<file path="src/rtl/led_pattern_engine_if.sv">
// Board-side bundle for led_pattern_engine: switches/buttons in, LED banks out.
interface led_pattern_engine_if #(
  parameter int N_LEDS = 4,
  parameter int NB_SW  = 4,
  parameter int NB_BTN = 4
);
  logic [NB_SW-1:0]  i_sw;
  logic [NB_BTN-1:0] i_btn;
  logic [N_LEDS-1:0] o_led;
  logic [N_LEDS-1:0] o_led_r;
  logic [N_LEDS-1:0] o_led_g;
  logic [N_LEDS-1:0] o_led_b;
  logic [1:0]        o_mode;
  logic              o_tick;

  // board pins (or a bench) drive the switches and buttons
  modport master (output i_sw, i_btn,
                  input  o_led, o_led_r, o_led_g, o_led_b, o_mode, o_tick);
  // the engine consumes switches/buttons and drives the LEDs
  modport slave  (input  i_sw, i_btn,
                  output o_led, o_led_r, o_led_g, o_led_b, o_mode, o_tick);
endinterface

</file>
<file path="src/rtl/led_pattern_engine.sv">
// led_pattern_engine: prescaled pattern generator (shift/flash/ping-pong/binary)
// with synchronised, edge-detected buttons and colour-gated RGB banks.

// One button lane: 2-flop synchroniser plus previous-value edge detect.
module lpe_btn_sync (
  input  logic clock,
  input  logic ck_rst,
  input  logic btn,
  output logic pulse
);
  logic s1, s2, prev;

  // metastability chain; prev lets a held button fire only once
  always_ff @(posedge clock) begin
    if (!ck_rst) begin
      s1   <= 1'b0;
      s2   <= 1'b0;
      prev <= 1'b0;
    end else begin
      s1   <= btn;
      s2   <= s1;
      prev <= s2;
    end
  end

  assign pulse = s2 & ~prev;
endmodule

module led_pattern_engine #(
  parameter int N_LEDS   = 4,
  parameter int NB_SEL   = 2,
  parameter int NB_COUNT = 14,
  parameter int NB_SW    = 4,
  parameter int NB_BTN   = 4
) (
  input logic            clock,
  input logic            ck_rst,
  led_pattern_engine_if.slave bus
);
  typedef enum logic [1:0] {M_SHIFT, M_FLASH, M_PING, M_BIN} mode_t;

  localparam logic [NB_COUNT-1:0] TOP = NB_COUNT'(1) << (NB_COUNT-1);
  localparam logic [N_LEDS-1:0]   ONE = N_LEDS'(1);

  logic [NB_SW-1:0]    sw;
  logic                en, dir;
  logic [NB_SEL-1:0]   sel;
  logic [NB_COUNT-1:0] limit;
  logic [NB_BTN-1:0]   pulse;

  mode_t               mode_q, mode_d;
  logic [N_LEDS-1:0]   pat_q, pat_d, nxt;
  logic                up_q, up_d, nxt_up;
  logic [2:0]          col_q, col_d;   // one-hot {b,g,r}
  logic [NB_COUNT-1:0] cnt_q, cnt_d;
  logic                tick_q, tick_d;

  assign sw    = bus.i_sw;
  assign en    = sw[0];
  assign sel   = sw[NB_SEL:1];
  assign dir   = sw[NB_SEL+1];
  // 2^(NB_COUNT-1-sel) - 1 without a variable subtraction in the exponent
  assign limit = (TOP >> sel) - NB_COUNT'(1);

  genvar gb;
  generate
    for (gb = 0; gb < NB_BTN; gb++) begin : g_btn
      lpe_btn_sync u_sync (
        .clock (clock),
        .ck_rst(ck_rst),
        .btn   (bus.i_btn[gb]),
        .pulse (pulse[gb])
      );
    end
  endgenerate

  // state registers
  always_ff @(posedge clock) begin
    if (!ck_rst) begin
      mode_q <= M_SHIFT;
      pat_q  <= ONE;
      up_q   <= 1'b1;
      col_q  <= 3'b001;
      cnt_q  <= '0;
      tick_q <= 1'b0;
    end else begin
      mode_q <= mode_d;
      pat_q  <= pat_d;
      up_q   <= up_d;
      col_q  <= col_d;
      cnt_q  <= cnt_d;
      tick_q <= tick_d;
    end
  end

  // next pattern for one step of the current mode
  always_comb begin
    nxt    = pat_q;
    nxt_up = up_q;
    case (mode_q)
      M_SHIFT: nxt = dir ? {pat_q[0], pat_q[N_LEDS-1:1]}
                         : {pat_q[N_LEDS-2:0], pat_q[N_LEDS-1]};
      M_FLASH: nxt = ~pat_q;
      M_PING: begin
        nxt = up_q ? (pat_q << 1) : (pat_q >> 1);
        if (nxt[N_LEDS-1])  nxt_up = 1'b0;
        else if (nxt[0])    nxt_up = 1'b1;
      end
      default: nxt = pat_q + ONE;
    endcase
  end

  // prescaler, mode advance (overrides a same-cycle step) and colour select
  always_comb begin
    mode_d = mode_q;
    pat_d  = pat_q;
    up_d   = up_q;
    col_d  = col_q;
    cnt_d  = cnt_q;
    tick_d = en && (cnt_q >= limit);

    if (tick_d) begin
      cnt_d = '0;
      pat_d = nxt;
      up_d  = nxt_up;
    end else if (en) begin
      cnt_d = cnt_q + NB_COUNT'(1);
    end

    if (pulse[0]) begin
      mode_d = mode_t'(mode_q + 2'd1);
      cnt_d  = '0;
      up_d   = 1'b1;
      case (mode_d)
        M_FLASH: pat_d = '1;
        M_BIN:   pat_d = '0;
        default: pat_d = ONE;
      endcase
    end

    if (pulse[1])      col_d = 3'b001;
    else if (pulse[2]) col_d = 3'b010;
    else if (pulse[3]) col_d = 3'b100;
  end

  assign bus.o_led   = pat_q;
  assign bus.o_led_r = pat_q & {N_LEDS{col_q[0]}};
  assign bus.o_led_g = pat_q & {N_LEDS{col_q[1]}};
  assign bus.o_led_b = pat_q & {N_LEDS{col_q[2]}};
  assign bus.o_mode  = mode_q;
  assign bus.o_tick  = tick_q;
endmodule

</file>
<file path="src/flat_wrapper.sv">
// flat-port wrapper written by rule: the top's interface ports become plain ports
module led_pattern_engine_flat 
#(
  parameter int N_LEDS   = 4,
  parameter int NB_SEL   = 2,
  parameter int NB_COUNT = 14,
  parameter int NB_SW    = 4,
  parameter int NB_BTN   = 4
)
  (clock, ck_rst, bus_i_sw, bus_i_btn, bus_o_led, bus_o_led_r, bus_o_led_g, bus_o_led_b, bus_o_mode, bus_o_tick);
  led_pattern_engine_if #(.N_LEDS(N_LEDS), .NB_SW(NB_SW), .NB_BTN(NB_BTN)) bus_i ();
  input logic clock;
  input logic ck_rst;
  input wire logic [$bits(bus_i.i_sw)-1:0] bus_i_sw;
  input wire logic [$bits(bus_i.i_btn)-1:0] bus_i_btn;
  output wire logic [$bits(bus_i.o_led)-1:0] bus_o_led;
  output wire logic [$bits(bus_i.o_led_r)-1:0] bus_o_led_r;
  output wire logic [$bits(bus_i.o_led_g)-1:0] bus_o_led_g;
  output wire logic [$bits(bus_i.o_led_b)-1:0] bus_o_led_b;
  output wire logic [$bits(bus_i.o_mode)-1:0] bus_o_mode;
  output wire logic [$bits(bus_i.o_tick)-1:0] bus_o_tick;
  assign bus_i.i_sw = bus_i_sw;
  assign bus_i.i_btn = bus_i_btn;
  assign bus_o_led = bus_i.o_led;
  assign bus_o_led_r = bus_i.o_led_r;
  assign bus_o_led_g = bus_i.o_led_g;
  assign bus_o_led_b = bus_i.o_led_b;
  assign bus_o_mode = bus_i.o_mode;
  assign bus_o_tick = bus_i.o_tick;
  led_pattern_engine #(.N_LEDS(N_LEDS), .NB_SEL(NB_SEL), .NB_COUNT(NB_COUNT), .NB_SW(NB_SW), .NB_BTN(NB_BTN)) u_core (.clock(clock), .ck_rst(ck_rst), .bus(bus_i));
endmodule
</file>
<file path="config.mk">
export PLATFORM = sky130hd
export DESIGN_NAME = led_pattern_engine_flat
export DESIGN_NICKNAME = d
export VERILOG_FILES = /design/src/rtl/led_pattern_engine_if.sv /design/src/rtl/led_pattern_engine.sv /design/src/flat_wrapper.sv
export SDC_FILE = /design/constraint.sdc
export NUM_CORES = 1
export LEC_CHECK = 0
export BUFFER_PORTS_ARGS = -buffer_cell sky130_fd_sc_hd__buf_4
export CAP_MARGIN = 10
export CORE_UTILIZATION = 56
export DETAILED_ROUTE_END_ITERATION = 8
export GPL_TIMING_DRIVEN = 0
export HOLD_SLACK_MARGIN = 0.1
export PLACE_DENSITY = 0.78
export SLEW_MARGIN = 5
export SYNTH_ARGS = -nofsm -noshare
export SYNTH_HDL_FRONTEND = slang
export SYNTH_HIERARCHICAL = 1
export SYNTH_SLANG_ARGS = --single-unit
</file>
<file path="constraint.sdc">
create_clock -name clock -period 2.4 [get_ports clock]
set_clock_uncertainty 0.05 [all_clocks]
set_input_delay 0 -clock clock [delete_from_list [all_inputs] [get_ports clock]]
set_output_delay 0 -clock clock [all_outputs]
set_load 0.02 [all_outputs]
</file>
== Word-level counts from Yosys, hierarchy flattened ==
Cells that the tools add are included.
Word-level totals
  flip-flop bits (word level): 37
  input bits: 10
Cells by class
  shift-type cells: 1
  eq/ne operators: 4
  bitwise gates (word level): 13
  order comparisons: 1
  reductions and logical operators: 10
  add/sub/neg operators: 4
  muxes and demuxes: 10
Operators by type and width (number)
  $mux W4: 4
  $add A14 B1 Y14 const B: 1
  $ge A14 B14 Y1: 1
  $shr A14 B2 Y14 const A: 1
  $sub A14 B1 Y14 const B: 1
  $and A4 B4 Y4: 3
  $pmux W4 S3: 1
  $pmux W4 S2: 1
  $reduce_bool A2 Y1: 3
  $reduce_or A3 Y1: 2
  $not A1 Y1: 5
  $add A4 B1 Y4 const B: 1
  $and A1 B1 Y1: 4
  $eq A2 B1 Y1 const B: 2
  $eq A2 B2 Y1 const B: 2
  $mux W2: 2
  $not A4 Y4: 1
  $reduce_or A2 Y1: 2
  $reduce_and A3 Y1: 1
  $add A2 B1 Y2 const B: 1
  $logic_not A2 Y1: 1
  $mux W1: 2
  $logic_and A1 B1 Y1: 1

== Longest topological paths before layout ==
Gate-level depths: netlist (run 1).
  depth after elaboration: 6
  mapped depth: 10

== Modules after synthesis ==
The synthesis (run 1) kept the hierarchy.
By module, submodules not included
  led_pattern_engine: instances 1, cells an instance 176, area an instance 1536.5 µm²
  lpe_btn_sync: instances 4, cells an instance 7, area an instance 92.6 µm²

== Least setup slack after synthesis (run 1) ==
OpenSTA, ideal clock, no wires.
  path type: register to register
  start point: register u_core.cnt_q[12]
  end point: register u_core.cnt_q[6]
  setup slack: 0.505 ns
  arrival: 1.781 ns
  cell stages (with the launch flop): 9
  path buffers: 3
  data required time: 2.286 ns
  library setup time: 0.064 ns
  path through: dfxtp_1 ha_1 and4_1 a31o_1 buf_6 or3_1 buf_2 buf_6 nor2_1
Between the ends
  cells in the longest elaborated chain, start to end: 3
RTL lines
  from (decl): line led_pattern_engine.sv:55  | logic [NB_COUNT-1:0] cnt_q, cnt_d;
  from (signal assigned): line led_pattern_engine.sv:91  | cnt_q <= cnt_d;
  $ge A14 B14 Y1: line led_pattern_engine.sv:120  | tick_d = en && (cnt_q >= limit);
  $logic_and A1 B1 Y1: line led_pattern_engine.sv:120
  $reduce_or A3 Y1 (no line)
Every way passes these cells.
A chain may end at the register's enable or synchronous reset.

== Final worst setup path (run 1) ==
  start point: register u_core.cnt_q[13]
  end point: register u_core.cnt_q[8]
The elaborated chain is that of the path after synthesis.

==> metrics.log, run 1 <==
INFO  metric run_status = completed
INFO  metric total_leakage_power = 0.991 nW
INFO  metric num-fill-cells = 253
INFO  metric nets = 270
INFO  metric top_library_cells_by_usage_in_the_layout_fill_and_taps_aside = 37 x sky130_fd_sc_hd__dfxtp_1, 27 x sky130_fd_sc_hd__buf_4, 27 x sky130_fd_sc_hd__and2_1
INFO  metric routed-via-count = 1569
INFO  metric die_w = 60.4 µm
INFO  metric insertedDiodeCount = 0
INFO  metric antenna_found_initial = 0
INFO  metric postCtsResizedCells = 0
INFO  metric utilization = 73.5%
INFO  metric grtUsageMet2 = 41.8%
INFO  metric post_cts_buffers = 0
INFO  metric power_density = 486 nW/µm²
INFO  metric synth_xor_area_share = 6.43%
INFO  metric synth_mux_area_share = 4.40%
INFO  metric dp.cells = 275
INFO  metric grt_overflow_total = 0
INFO  metric clk_pin_slew = 0.11 ns
INFO  metric synth_seq_area_share = 38.8%
INFO  metric antenna_violating_nets_post_route = 0
INFO  metric criticalPathCategory = flop to flop
INFO  metric synth-edff-count = 0
INFO  metric worst_hold_path_type = input port to flop
INFO  metric placementRows = 20
INFO  metric rsz0062_at_grt = no
INFO  metric critPathRequiredTime = 2.63 ns
INFO  metric worst_r2r_endpoint = u_core/cnt_q[8]
INFO  metric max_freq = 0.482 GHz
INFO  metric synth.ff_latch_count = 37
INFO  metric port_buffers = 27
INFO  metric design.die.area = 3640 µm²
INFO  metric synth_flop_cell = sky130_fd_sc_hd__dfxtp_1
INFO  metric totalWireLength = 3.79 mm
INFO  metric gp_congestion = 0.878
INFO  metric ys_async_sr_fraction = 0%
INFO  metric clock_tree.htree_level_count = 2
INFO  metric biggest_area_consumer_among_synthesized_cells = sky130_fd_sc_hd__dfxtp_1
INFO  metric min-delay-start = bus_i_sw[3]
INFO  metric rrSetupSlack = 0.32 ns
INFO  metric slew_violations = 0
INFO  metric cell_at_the_root_of_the_clock_tree = sky130_fd_sc_hd__clkbuf_4
INFO  metric synth_top_family_by_area = simple AND/OR/NAND/NOR gates
INFO  metric tightest_slew = 0.496 ns
INFO  metric grt_first_pass_wirelength = 6.18 mm
INFO  metric area_growth = 21.5%
INFO  metric timing.reg2reg.worst_path_depth = 9
INFO  metric synth_compound_gate_area_share = 8.86%
INFO  metric first_pass_iters = 4
INFO  metric grt.met3_usage = 5.76%
INFO  metric adder_cell_share_of_the_synthesized_area = 7.87%
INFO  metric setup_viol = 0
INFO  metric yosys_warnings = 6
INFO  metric dp_hpwl = 2.69 mm
INFO  metric gr-usage-met1 = 26.7%
INFO  metric coreArea = 3150 µm²
INFO  metric synth.top_cells.by_area = sky130_fd_sc_hd__dfxtp_1 39%, sky130_fd_sc_hd__and2_1 8.9%, sky130_fd_sc_hd__ha_1 7.9%
INFO  metric global_route.usage.total = 23.0%
INFO  metric fin_crit_sh = 86.5%
INFO  metric remaining_drcs = 0
INFO  metric avgRoutedWirePerCell = 12.9 µm
INFO  metric critical_path.max_fanout = 10
INFO  metric worst_r2r_startpoint = u_core/cnt_q[13]
INFO  metric period_needed = 2.08 ns
INFO  metric layout_cells_excl_fill = 293
INFO  metric floorplan.die.height = 60.4 µm
INFO  metric setup_tns = 0 ns
INFO  metric synth_cell_type_count = 45
INFO  metric layout.cells.most_common = sky130_fd_sc_hd__dfxtp_1
INFO  metric syn-instance-count = 204
INFO  metric layout-drive-gt1-share = 20.5%
INFO  metric tritoncts = done
INFO  metric hold_viol_final = 0
INFO  metric worstSetupEndpointType = flop
INFO  metric yosysTopAreaCellShare = 38.8%
INFO  metric crit_path_start = u_core/cnt_q[13]
INFO  metric cts.path.max_buffers = 2
INFO  metric pin_count_of_the_biggest_net_entering_global_routing = 20
INFO  metric floorplan.initialDensity = 60.5%
INFO  metric relSlewSlack = 66.7%
INFO  metric syn-mean-instance-area = 9.35 µm²
INFO  metric detail_route.iter0.violations = 143
INFO  metric clock_sinks = 37
INFO  metric worst_hold_path.endpoint = u_core/bus.o_led[3]
INFO  metric max-vdd-ir-drop = 0.510 mV
INFO  metric max-cap-violations = 0
INFO  metric crit_path_start_kind = flop
INFO  metric synth_simple_gate_area_share = 28.4%
INFO  metric synthesized_area = 1910 µm²
INFO  metric boundaryPins = 29
INFO  metric worstHoldPathCells = 5
INFO  metric global_route.peak_usage_layer = met2
INFO  metric crit_arrival = 2.30 ns
INFO  metric vias_per_cell = 5.35
INFO  metric total_cts_buffers = 5
INFO  metric clock_latency = 0.33 ns
INFO  metric syn-num-nets = 226
INFO  metric first_global_vias = 1491
[synth_stat cells (all sizes together), types with 4 or more instances]
cell type and instances:
dfxtp 37, and2 27, nor2 21, ha 12, inv 10, xor2 9
nand3 7, nand2 6, a21oi 5, clkbuf 5, mux2i 5, nor2b 5
xnor2 5, buf 4, nand4 4, o21ai 4
[cell families after synthesis]
family	count (synthesis)
flops	37
buf+inv	19
compound gates	24
xor+xnor	14
simple gates	89
fa+ha+maj	12
other cells	1
mux	8
[worst max-delay path by stage]
stage | to | depth (start not counted)
2_1_floorplan | u_core/cnt_q[6] | 8
3_3_place_gp | u_core/cnt_q[5] | 10
3_5_place_dp | u_core/cnt_q[8] | 10
4_1_cts | u_core/cnt_q[8] | 9
5_1_grt | u_core/cnt_q[4] | 9
6_report | u_core/cnt_q[8] | 9
[routing by layer]
| metal | up-vias | share of wire [%] |
|---|---|---|
| met3 | 6 | 5.3 |
| met5 | - | 0 |
| met1 | 739 | 42 |
| li1 | 779 | - |
| met2 | 45 | 51 |
| met4 | 0 | 1.1 |
[state kept, by name, summed over array words and instances (netlist names)]
name / cells
u_core/g_btn.u_sync/s2: 4
u_core/bus.o_led: 4
u_core/bus.o_mode: 2
u_core/g_btn.u_sync/s1: 4
u_core/up_q: 1
u_core/g_btn.u_sync/prev: 4
u_core/col_q: 3
u_core/bus.o_tick: 1
u_core/cnt_q: 14
[stage by stage]
stage	total power [W]	worst slack (ns)	area, µm²	hold WS [ns]
after floorplan	0.000757	0.505	1910	0.0389
after global placement	0.000804	0.366	2160	0.158
after detailed placement	0.000812	0.305	2160	0.163
after CTS	0.00114	0.325	2320	0.201
after global routing	0.00118	0.178	2320	0.283
final	0.00113	0.324	2320	0.231
[cell type report]
class	count	area, µm²	area share (%)
clock buffer	6	41.3	1.78
multi-input combinational	148	1070	46.2
inverter	10	37.5	1.62
sequential	37	741	32.0
timing repair buffer	37	303	13.1
tap	44	55.1	2.38
clock inverter	2	10.0	0.432
buffer	9	57.6	2.49
[power breakdown]
| part | internal, W | switching (W) |
|---|---|---|
| sequential | 0.000633 | 0.0000158 |
| clock | 0.000112 | 0.000201 |
| combinational | 0.0000831 | 0.0000816 |
[worst max-delay path, cell delays in order (launching register included)]
cell,delay (ns)
sky130_fd_sc_hd__dfxtp_1,0.37
sky130_fd_sc_hd__ha_1,0.28
sky130_fd_sc_hd__a21oi_1,0.18
sky130_fd_sc_hd__o22ai_1,0.10
sky130_fd_sc_hd__a31o_1,0.20
sky130_fd_sc_hd__buf_6,0.13
sky130_fd_sc_hd__or3_1,0.29
sky130_fd_sc_hd__buf_2,0.17
sky130_fd_sc_hd__buf_6,0.15
sky130_fd_sc_hd__nor2_1,0.11
[what timing repair did]
item,4_1_cts,5_1_grt
setup endpoints to repair,0,0
endpoints found under the hold margin,30,0
hold buffers,10,0
No activity file was read; power rests on OpenSTA's default activity.
==> run 2, diff against run 1 <==
--- a/config.mk
+++ b/config.mk
@@ -5,9 +5,10 @@
 export SDC_FILE = /design/constraint.sdc
 export NUM_CORES = 1
 export LEC_CHECK = 0
+export ABC_AREA = 1
 export BUFFER_PORTS_ARGS = -buffer_cell sky130_fd_sc_hd__buf_4
 export CAP_MARGIN = 10
-export CORE_UTILIZATION = 56
+export CORE_UTILIZATION = 57
 export DETAILED_ROUTE_END_ITERATION = 8
 export GPL_TIMING_DRIVEN = 0
 export HOLD_SLACK_MARGIN = 0.1
==> metrics.log, run 2 <==
INFO  metric syn-num-nets = 325 (+44%)
INFO  metric fin_crit_sh = 67.8% (-19 points)
INFO  metric post_cts_buffers = 0 (unchanged)
INFO  metric synth_cell_type_count = 26 (-42%)
INFO  metric layout.cells.most_common = sky130_fd_sc_hd__nand2_1
INFO  metric worstSetupEndpointType = flop
INFO  metric yosys_warnings = 6 (unchanged)
INFO  metric boundaryPins = 29 (unchanged)
INFO  metric remaining_drcs = 0 (unchanged)
INFO  metric first_global_vias = 1546 (+3.7%)
INFO  metric synth_common_cells = 91 x sky130_fd_sc_hd__nand2_1, 54 x sky130_fd_sc_hd__inv_1, 37 x sky130_fd_sc_hd__dfxtp_1, 25 x sky130_fd_sc_hd__nor2_1, 23 x sky130_fd_sc_hd__nand3_1
INFO  metric yosysTopAreaCellShare = 36.0% (-2.9 points)
INFO  metric insertedDiodeCount = 0 (unchanged)
INFO  metric nets = 369 (+37%)
INFO  metric syn-mean-instance-area = 6.79 µm² (-27%)
INFO  metric seq_power_share = 56.9% (-0.7 points)
INFO  metric totalWireLength = 4.04 mm (+6.6%)
INFO  metric synth_most_common_cell = sky130_fd_sc_hd__nand2_1
INFO  metric first_pass_iters = 5 (+1)
INFO  metric max_freq = 0.615 GHz (+28%)
INFO  metric cts.path.max_buffers = 2 (unchanged)
INFO  metric total_leakage_power = 1.31 nW (+32%)
INFO  metric crit_path_start_kind = flop
INFO  metric grt_first_pass_wirelength = 6.24 mm (+1.0%)
INFO  metric syn-instance-count = 303 (+49%)
INFO  metric max_flop_register = u_core/cnt_q
INFO  metric top_library_cells_by_usage_in_the_layout_fill_and_taps_aside = 91 x sky130_fd_sc_hd__nand2_1, 54 x sky130_fd_sc_hd__inv_1, 37 x sky130_fd_sc_hd__dfxtp_1
INFO  metric max-vdd-ir-drop = 0.433 mV (-15%)
INFO  metric hold_viol_final = 0 (unchanged)
INFO  metric ctsHoldBuffers = 10 (unchanged)
INFO  metric swShare = 27.7% (+1.2 points)
INFO  metric area_growth = 20.0%
INFO  metric clock_tree.htree_level_count = 2 (unchanged)
INFO  metric synth-edff-count = 0 (unchanged)
INFO  metric run_status = completed
INFO  metric layout-drive-gt1-share = 18.1% (-2.4 points)
INFO  metric synth_seq_area_share = 36.0% (-2.9 points)
INFO  metric clk_pin_slew = 0.11 ns (about the same)
INFO  metric total_cts_buffers = 5 (unchanged)
INFO  metric dp_hpwl = 2.88 mm (+7.3%)
INFO  metric synthesized_area = 2060 µm² (+7.9%)
INFO  metric internal_power = 0.000822 W (-0.68%)
INFO  metric criticalPathCategory = flop to flop
INFO  metric slew_violations = 0 (unchanged)
INFO  metric synth.ff_latch_count = 37 (unchanged)
INFO  metric clock_sinks = 37 (unchanged)
INFO  metric max-cap-violations = 0 (unchanged)
INFO  metric utilization = 72.9% (-0.58 points)
INFO  metric worst_hold_path_type = input port to flop
INFO  metric coreArea = 3390 µm² (+7.5%)
INFO  metric setup_viol = 0 (unchanged)
INFO  metric synth_flop_cell = sky130_fd_sc_hd__dfxtp_1
INFO  metric pin_count_of_the_biggest_net_entering_global_routing = 20 (unchanged)
INFO  metric synth.top_cells.by_area = sky130_fd_sc_hd__dfxtp_1 36%, sky130_fd_sc_hd__nand2_1 17%, sky130_fd_sc_hd__inv_1 9.8%
INFO  metric gp_congestion = 0.857 (-2.4%)
INFO  metric critical_path.max_fanout = 10 (unchanged)
INFO  metric cell_at_the_root_of_the_clock_tree = sky130_fd_sc_hd__clkbuf_4
INFO  metric routed-via-count = 1865 (+19%)
INFO  metric power.share.clock = 27.0% (-0.8 points)
INFO  metric tritoncts = done
INFO  metric floorplan.initialDensity = 60.7% (+0.25 points)
INFO  metric grt_overflow_total = 0 (unchanged)
INFO  metric number_of_flip_flops_under_the_largest_register_name = 14 (unchanged)
INFO  metric avgRoutedWirePerCell = 10.2 µm (-21%)
INFO  metric port_buffers = 27 (unchanged)
INFO  metric biggest_area_consumer_among_synthesized_cells = sky130_fd_sc_hd__dfxtp_1
INFO  metric rsz0062_at_grt = no
INFO  metric crit_arrival = 1.85 ns (-0.45 ns)
INFO  metric p_comb_share = 16.1% (+1.5 points)
INFO  metric vias_per_cell = 4.73 (-12%)
INFO  metric clock_latency = 0.33 ns (about the same)
INFO  metric antenna_violating_nets_post_route = 0 (unchanged)
INFO  metric num-fill-cells = 298 (+18%)
INFO  metric global_route.usage.total = 22.5% (-0.54 points)
INFO  metric postCtsResizedCells = 0 (unchanged)
INFO  metric ys_async_sr_fraction = 0% (unchanged)
INFO  metric die_w = 62.1 µm (+2.9%)
INFO  metric detail_route.iter0.violations = 92 (-36%)
INFO  metric design.die.area = 3860 µm² (+5.8%)
INFO  metric placementRows = 21 (+5.0%)
INFO  metric setup_tns = 0 ns (unchanged)
INFO  metric power.switching = 0.000314 W (+5.4%)
INFO  metric critPathRequiredTime = 2.62 ns (about the same)
INFO  metric antenna_found_initial = 0 (unchanged)
INFO  metric period_needed = 1.63 ns (-0.450 ns)
INFO  metric power_density = 460 nW/µm² (-5.4%)
INFO  metric floorplan.die.height = 62.1 µm (+2.9%)
run 2: final cells by class:
| cell class | instances | area, µm² | share of cell area, % |
|---|---|---|---|
| Multi-Input combinational cell | 206 | 1070 | 43.3 |
| Sequential cell | 37 | 741 | 30.0 |
| Timing Repair Buffer | 37 | 303 | 12.3 |
| Inverter | 55 | 206 | 8.36 |
| Tap cell | 46 | 57.6 | 2.33 |
| Buffer | 5 | 42.5 | 1.72 |
| Clock buffer | 6 | 41.3 | 1.67 |
| Clock inverter | 2 | 10.0 | 0.405 |
run 2: kinds of logic after synthesis:
kind of cell | count (synthesis) | share of synthesized area (%)
compound gates | 16 | 4.01
fa+ha+maj | 12 | 7.29
simple gates | 167 | 36.2
xor+xnor | 10 | 4.26
buf+inv | 60 | 12.1
flops | 37 | 36.0
other cells | 1 | 0.182
run 2: worst paths after layout:
kind / to / slack [ns] / cells after the start / from
max: u_core/cnt_q[9] / 0.77 / 11 / u_core/cnt_q[12]
min: u_core/bus.o_led[2] / 0.18 / 8 / bus_i_sw[3]
max reg2reg: u_core/cnt_q[9] / 0.77 / 11 / u_core/cnt_q[12]
min reg2reg: u_core/g_btn[1].u_sync/s2 / 0.37 / 2 / u_core/g_btn[1].u_sync/s1
run 2: worst max-delay path, stage by stage, from the launching register on:
cell and delay [ns]:
sky130_fd_sc_hd__dfxtp_1 0.36, sky130_fd_sc_hd__ha_1 0.29, sky130_fd_sc_hd__nand2_1 0.09, sky130_fd_sc_hd__inv_1 0.04, sky130_fd_sc_hd__nand2_1 0.05, sky130_fd_sc_hd__nand2_1 0.06
sky130_fd_sc_hd__nand2_1 0.11, sky130_fd_sc_hd__nand2_2 0.09, sky130_fd_sc_hd__inv_2 0.09, sky130_fd_sc_hd__nand2_4 0.07, sky130_fd_sc_hd__buf_12 0.16, sky130_fd_sc_hd__nor2_2 0.10
run 2: metrics by stage:
step | setup slack, ns | instances | power (W) | cell area [µm²] | hold WS (ns)
2_1_floorplan | 0.940 | 303 | 0.000771 | 2060 | 0.0347
3_3_place_gp | 0.773 | 376 | 0.000825 | 2320 | 0.130
3_5_place_dp | 0.749 | 376 | 0.000829 | 2320 | 0.137
4_1_cts | 0.778 | 394 | 0.00115 | 2470 | 0.157
5_1_grt | 0.611 | 394 | 0.00120 | 2470 | 0.236
6_report | 0.774 | 394 | 0.00114 | 2470 | 0.184
run 2: power by group through the flow:
stage | sequential (W) | combinational (W) | clock (W)
global placement | 0.000660 | 0.000165 | 0
global route | 0.000650 | 0.000206 | 0.000348
floorplan | 0.000664 | 0.000107 | 0
CTS | 0.000647 | 0.000181 | 0.000319
finish | 0.000647 | 0.000183 | 0.000307
detailed placement | 0.000661 | 0.000168 | 0
run 2: per-layer routing:
layer / vias up / part of all wire (%) / GRT usage [%]
met5: - / 0 / 0
li1: 1000 / - / -
met1: 826 / 48 / 27.7
met3: 4 / 3.5 / 5.80
met2: 35 / 48 / 38.3
met4: 0 / 0.99 / 6.98
